File: config.mk
export PLATFORM = sky130hd
export DESIGN_NAME = bc_stream_gen
export DESIGN_NICKNAME = d
export VERILOG_FILES = /design/src/rtl/bc_stream_gen.sv
export SDC_FILE = /design/constraint.sdc
export NUM_CORES = 1
export LEC_CHECK = 0
export CORE_UTILIZATION = 50
export DETAILED_ROUTE_END_ITERATION = 8
export PLACE_DENSITY = 0.67
export SLEW_MARGIN = 0
export SYNTH_ARGS = -nofsm -noshare
export SYNTH_HDL_FRONTEND = slang
export SYNTH_SLANG_ARGS = --single-unit
File: constraint.sdc
create_clock -name clk -period 8.5 [get_ports clk]
set_input_delay 1.275 -clock clk [delete_from_list [all_inputs] [get_ports clk]]
set_output_delay 1.275 -clock clk [all_outputs]
set_load 0.02 [all_outputs]
File: src/rtl/bc_stream_gen.sv
// bc_stream_gen: queued barcode stimulus generator.
// Station IDs are buffered in a small circular queue. Each ID is sent on BC
// as a pulse-width frame: a start cell, ID_W data cells (MSB first), an
// optional odd-parity cell, then GAP_CELLS idle-high cells.
// Optional feature macro: BC_PARITY_EN (adds the parity cell).
// GAP_CELLS is expected to be at least 1.
module bc_stream_gen #(
  parameter int ID_W      = 8,
  parameter int DEPTH     = 4,
  parameter int PER_W     = 22,
  parameter int GAP_CELLS = 2
) (
  input  logic             clk,
  input  logic             rst,
  input  logic [PER_W-1:0] period,
  input  logic             push,
  input  logic [ID_W-1:0]  push_id,
  output logic             full,
  output logic             empty,
  output logic             overflow,
  output logic             BC,
  output logic             busy,
  output logic             frame_done
);

  localparam int AW = $clog2(DEPTH);
  localparam int BW = (ID_W > 1) ? $clog2(ID_W) : 1;
  localparam int GW = (GAP_CELLS > 1) ? $clog2(GAP_CELLS) : 1;
`ifdef BC_PARITY_EN
  localparam bit PAR_EN = 1'b1;
`else
  localparam bit PAR_EN = 1'b0;
`endif

  typedef enum logic [2:0] {
    S_IDLE,
    S_LOAD,
    S_START,
    S_DATA,
    S_PAR,
    S_GAP
  } state_t;

  // ---------------- ID queue ----------------
  logic [ID_W-1:0] mem [DEPTH];
  logic [AW-1:0]   wr_ptr, rd_ptr;
  logic [AW:0]     count;
  logic            push_ok;
  logic            pop;
  logic [ID_W-1:0] head;

  assign full    = (count == (AW+1)'(DEPTH));
  assign empty   = (count == '0);
  assign push_ok = push && !full;
  assign head    = mem[rd_ptr];

  // Queue storage write; contents need no reset since count gates reads.
  always_ff @(posedge clk) begin
    if (push_ok) mem[wr_ptr] <= push_id;
  end

  // Queue pointers, occupancy and sticky overflow flag.
  always_ff @(posedge clk) begin
    if (rst) begin
      wr_ptr   <= '0;
      rd_ptr   <= '0;
      count    <= '0;
      overflow <= 1'b0;
    end else begin
      if (push_ok) wr_ptr <= wr_ptr + AW'(1);
      if (pop)     rd_ptr <= rd_ptr + AW'(1);
      count    <= count + {{AW{1'b0}}, push_ok} - {{AW{1'b0}}, pop};
      overflow <= overflow | (push & full);
    end
  end

  // ---------------- frame FSM ----------------
  state_t           state, state_n;
  logic [PER_W-1:0] timer, timer_n;
  logic [PER_W-1:0] per_q, per_n;
  logic [PER_W-1:0] per_in;
  logic [BW-1:0]    bit_cnt, bit_n;
  logic [GW-1:0]    gap_cnt, gap_n;
  logic [ID_W-1:0]  shift, shift_n;
  logic             par_q, par_n;
  logic             busy_n;
  logic             bc_n;
  logic             done_n;
  logic             timer_last;
  logic [PER_W-1:0] half_n, quart_n;

  assign per_in     = (period < PER_W'(8)) ? PER_W'(8) : period;
  assign timer_last = (timer == per_q - PER_W'(1));

  // State and datapath registers; BC and frame_done come from next-state
  // values so the line changes on the same edge the cell boundary is reached.
  always_ff @(posedge clk) begin
    if (rst) begin
      state      <= S_IDLE;
      timer      <= '0;
      per_q      <= PER_W'(8);
      bit_cnt    <= '0;
      gap_cnt    <= '0;
      shift      <= '0;
      par_q      <= 1'b0;
      busy       <= 1'b0;
      BC         <= 1'b1;
      frame_done <= 1'b0;
    end else begin
      state      <= state_n;
      timer      <= timer_n;
      per_q      <= per_n;
      bit_cnt    <= bit_n;
      gap_cnt    <= gap_n;
      shift      <= shift_n;
      par_q      <= par_n;
      busy       <= busy_n;
      BC         <= bc_n;
      frame_done <= done_n;
    end
  end

  // Next-state logic: cell sequencing, queue pop, period latch.
  always_comb begin
    state_n = state;
    timer_n = timer;
    per_n   = per_q;
    bit_n   = bit_cnt;
    gap_n   = gap_cnt;
    shift_n = shift;
    par_n   = par_q;
    busy_n  = busy;
    pop     = 1'b0;
    case (state)
      S_IDLE: begin
        busy_n = 1'b0;
        if (!empty || push_ok) state_n = S_LOAD;
      end
      S_LOAD: begin
        pop     = 1'b1;
        shift_n = head;
        par_n   = ~^head;
        per_n   = per_in;
        busy_n  = 1'b1;
        timer_n = '0;
        state_n = S_START;
      end
      S_START: begin
        if (timer_last) begin
          timer_n = '0;
          bit_n   = BW'(ID_W - 1);
          state_n = S_DATA;
        end else begin
          timer_n = timer + PER_W'(1);
        end
      end
      S_DATA: begin
        if (timer_last) begin
          timer_n = '0;
          shift_n = shift << 1;
          if (bit_cnt == '0) begin
            gap_n   = '0;
            state_n = PAR_EN ? S_PAR : S_GAP;
          end else begin
            bit_n = bit_cnt - BW'(1);
          end
        end else begin
          timer_n = timer + PER_W'(1);
        end
      end
      S_PAR: begin
        if (timer_last) begin
          timer_n = '0;
          gap_n   = '0;
          state_n = S_GAP;
        end else begin
          timer_n = timer + PER_W'(1);
        end
      end
      S_GAP: begin
        if (timer_last) begin
          timer_n = '0;
          if (gap_cnt == GW'(GAP_CELLS - 1)) begin
            state_n = empty ? S_IDLE : S_LOAD;
            busy_n  = !empty;
          end else begin
            gap_n = gap_cnt + GW'(1);
          end
        end else begin
          timer_n = timer + PER_W'(1);
        end
      end
      default: state_n = S_IDLE;
    endcase
  end

  // Line level and end-of-frame pulse derived from the upcoming cycle.
  always_comb begin
    half_n  = per_n >> 1;
    quart_n = per_n >> 2;
    bc_n    = 1'b1;
    case (state_n)
      S_START: bc_n = !(timer_n < half_n);
      S_DATA:  bc_n = !(timer_n < (shift_n[ID_W-1] ? quart_n : half_n + quart_n));
      S_PAR:   bc_n = !(timer_n < (par_n ? quart_n : half_n + quart_n));
      default: bc_n = 1'b1;
    endcase
    done_n = (state_n == S_GAP) && (timer_n == per_n - PER_W'(1)) &&
             (gap_n == GW'(GAP_CELLS - 1));
  end

endmodule

==> flow_metrics.tcl, run 1 <==
set metrics [dict create \
    ys_seq_area_share_pct 23.1 \
    synth_edf_count 32 \
    ff2ff_path_depth 22 \
    synth_flop_cell "dfxtp_1" \
    fp.dieH_um 147 \
    irDropWorstVdd_uv 145 \
    drt_iter0_drc 968 \
    post-cts-setup-buffers 0 \
    netlist_area_um2 10500 \
    period_minus_slack_ps 7240 \
    slew_headroom_pct 14.2 \
    synth.top_cells.by_area "dfxtp_1 14%, ha_1 14%, edfxtp_1 9.1%" \
    layout-drive-gt1-share_pct 5.76 \
    grt_max_degree 72 \
    required_ps 8810 \
    ys_warn_count 0 \
    crit-reg2reg-capture "BC$_SDFF_PP1_" \
    fp.coreArea_um2 20400 \
    routed_via_density 6.29 \
    vias 9994 \
    mappedNetlistNets 1467 \
    routabilityCongestion 0.981 \
    fin_area_um2 11400 \
    holdBufCountCts 0 \
    critPathMaxStageDelay_ps 540 \
    ctsResizeCount 0 \
    die_w_um 147 \
    hold_path.class "register to register" \
    nFillCells 1974 \
    path_class "input pin to register" \
    final_nets 1465 \
    antennaDiodeCount 0 \
    cts-root-buf "clkbuf_16" \
    dr.pass1.iters 6 \
    synthCells 1317 \
    multiInputGateArea_um2 7550 \
    synth_area_leader_cell "dfxtp_1" \
    endpoint_kind "register" \
    wl_per_cell_um 20.9 \
    antenna_found_initial 1 \
    status "finished clean" \
    min_period_over_period_pct 85.2 \
    fin_util_pct 55.6 \
    grt_pass1_vias 9188 \
    tns_ps 0 \
    rsz0062_at_grt "no" \
    cts.reportedPaths.clkPinSlew_ps 90 \
    ff2ff_setup_slack_ps 1480 \
    max_cap_viol_count 0 \
    overflow 0 \
    setup_violations 0 \
    cp_max_fo 5 \
    drtAntennaViolNets 0 \
    grt_pass1_wl_um 51500 \
    cts_buffer_depth 2 \
    io_pins 39 \
    min_to "shift[3]$_SDFFE_PP0P_" \
    regArea_um2 2420 \
    worstMarginPinSlew_ps 1270 \
    track_usage_pct 30.9 \
    drt-total-wl_um 33200 \
    place_area_um2 11100 \
    synth-seq-cells 105 \
    pre_cts_ws_ps 935 \
    clock.fmax_mhz 138 \
    cellPowerDensity_nw_per_um2 287 \
    synthArstFlopShare_pct 0 \
    start_util_pct 51.4 \
    synth_top_area_share_pct 13.9 \
    h-tree-depth 3 \
    crit_path_start_kind "input pin" \
    cts_buffers 9 \
    worstSkewPairLatency_ps 360 \
    die_area_um2 21600 \
    arrival_ps 7550 \
    syn_avg_cell_area_um2 7.98 \
    clock_sinks 105 \
    leakagePower_uw 0.00455 \
    hold_viol_final 0 \
    setup_ws_ps 1260 \
    area_growth_pct 8.18 \
    slowest_stage "o41ai_1" \
    worstHoldStart "shift[3]$_SDFFE_PP0P_" \
    synth_cell_types 89 \
    skew_ps 16.3 \
    slew_viol_final 0 \
    reg2reg_from "state[0]$_SDFF_PP0_" \
    min_delay_path_depth 2 \
    dp_hpwl_um 25800 \
    cts_tree "done" \
    rows 52 \
    io_buffers 38 \
    drcViolationCount 0 \
]
## layer usage
layer  up-vias  global-route usage (%)  wire [um]  share of wire [%]
li1       4789                       -          -                  -
met2       426                    45.3      13800                 42
met1      4695                    45.3      15400                 46
met4         2                    11.2       1030                3.1
met5         -                       0         13              0.039
met3        82                    5.28       2950                8.9
## flip-flops by register name, indices dropped and copies added (netlist names), named ones only
| register | cells |
|---|---|
| BC | 1 |
| bit_cnt | 3 |
| busy | 1 |
| count | 3 |
| frame_done | 1 |
| gap_cnt | 1 |
| mem | 32 |
| overflow | 1 |
| par_q | 1 |
| per_q | 22 |
| rd_ptr | 2 |
| shift | 8 |
| state | 3 |
| timer | 22 |
| wr_ptr | 2 |
## worst max-delay path, delay by kind of cell
kind / cells / cell delay [ps]
XOR/XNOR: 1 / 190
adder cells (fa/ha/maj): 3 / 780
AND/OR/NAND/NOR: 9 / 2050
AO/OA/AOI/OAI: 11 / 2660
buffers and inverters: 3 / 610
## Yosys cell counts (36+ instances only)
cell type	count
a21oi_1	91
clkbuf_1	44
dfxtp_1	73
ha_1	115
inv_1	61
nand2_1	114
nand3_1	40
nor2_1	148
nor2b_1	39
nor3_1	36
o21ai_0	49
xnor2_1	67
## through the flow
step | hold WS, ps | total power [uW] | instances
2_1_floorplan | 432 | 2210 | 1317
3_5_place_dp | 445 | 2790 | 1574
5_1_grt | 474 | 3490 | 1590
4_1_cts | 456 | 3230 | 1590
3_3_place_gp | 440 | 2770 | 1574
6_report | 453 | 3260 | 1590
## placed cells by master (no fill, tap or decap), types with 6 or more instances in the layout
| master | instances |
|---|---|
| a211oi_1 | 18 |
| a21o_1 | 22 |
| a21oi_1 | 91 |
| a22oi_1 | 8 |
| a31oi_1 | 10 |
| and2_1 | 9 |
| and3_1 | 10 |
| and4_1 | 6 |
| buf_4 | 20 |
| clkbuf_16 | 9 |
| clkdlybuf4s50_1 | 37 |
| dfxtp_1 | 73 |
| edfxtp_1 | 32 |
| ha_1 | 115 |
| inv_1 | 60 |
| mux2i_1 | 30 |
| mux4_2 | 8 |
| nand2_1 | 114 |
| nand2b_1 | 18 |
| nand3_1 | 40 |
| nand4_1 | 23 |
| nor2_1 | 148 |
| nor2b_1 | 39 |
| nor3_1 | 36 |
| nor3b_1 | 11 |
| nor4_1 | 25 |
| o2111ai_1 | 8 |
| o211ai_1 | 15 |
| o21ai_0 | 49 |
| o31ai_1 | 11 |
| or3_1 | 9 |
| xnor2_1 | 67 |
| xor2_1 | 27 |
## worst max path at each step
stage	startpoint	to	cells past startpoint
after floorplan	state[2]$_SDFF_PP0_	BC$_SDFF_PP1_	27
after global placement	period[21]	BC$_SDFF_PP1_	27
after detailed placement	period[21]	BC$_SDFF_PP1_	27
after CTS	period[21]	BC$_SDFF_PP1_	27
after global routing	period[21]	BC$_SDFF_PP1_	26
final	period[21]	BC$_SDFF_PP1_	27
## cell type report
type,instances,share of cell area [%]
Clock buffer,9,1.98
Tap cell,270,2.97
Sequential cell,105,21.3
Clock inverter,7,0.661
Inverter,62,2.05
Multi-Input combinational cell,1079,66.4
Timing Repair Buffer,58,4.62
## logic make-up after synthesis
logic type	synth area share [%]
simple gates	25.5
compound gates	19.0
buf+inv	5.23
fa+ha+maj	14.2
flops	23.1
xor+xnor	7.84
mux	5.20
## power breakdown
| group | switching (uW) | internal [uW] | leakage, uW |
|---|---|---|---|
| Clock | 227 | 210 | 0.000145 |
| Sequential | 89.9 | 584 | 0.000887 |
| Combinational | 1330 | 820 | 0.00352 |
| Total | 1640 | 1610 | 0.00455 |
No activity file was read; power rests on OpenSTA's default activity.
==> run 2: changes to the inputs <==
--- a/config.mk
+++ b/config.mk
@@ -12,3 +12,4 @@
 export SYNTH_ARGS = -nofsm -noshare
 export SYNTH_HDL_FRONTEND = slang
 export SYNTH_SLANG_ARGS = --single-unit
+export TNS_END_PERCENT = 50
==> results of run 2 <==
No change in the layout: final DEF, timing and power equal those of run 1.
==> run 3: changes to the inputs <==
--- a/config.mk
+++ b/config.mk
@@ -8,6 +8,7 @@
 export CORE_UTILIZATION = 50
 export DETAILED_ROUTE_END_ITERATION = 8
 export PLACE_DENSITY = 0.67
+export SKIP_CTS_REPAIR_TIMING = 1
 export SLEW_MARGIN = 0
 export SYNTH_ARGS = -nofsm -noshare
 export SYNTH_HDL_FRONTEND = slang
==> results of run 3 <==
No change in the layout: final DEF, timing and power equal those of run 1.
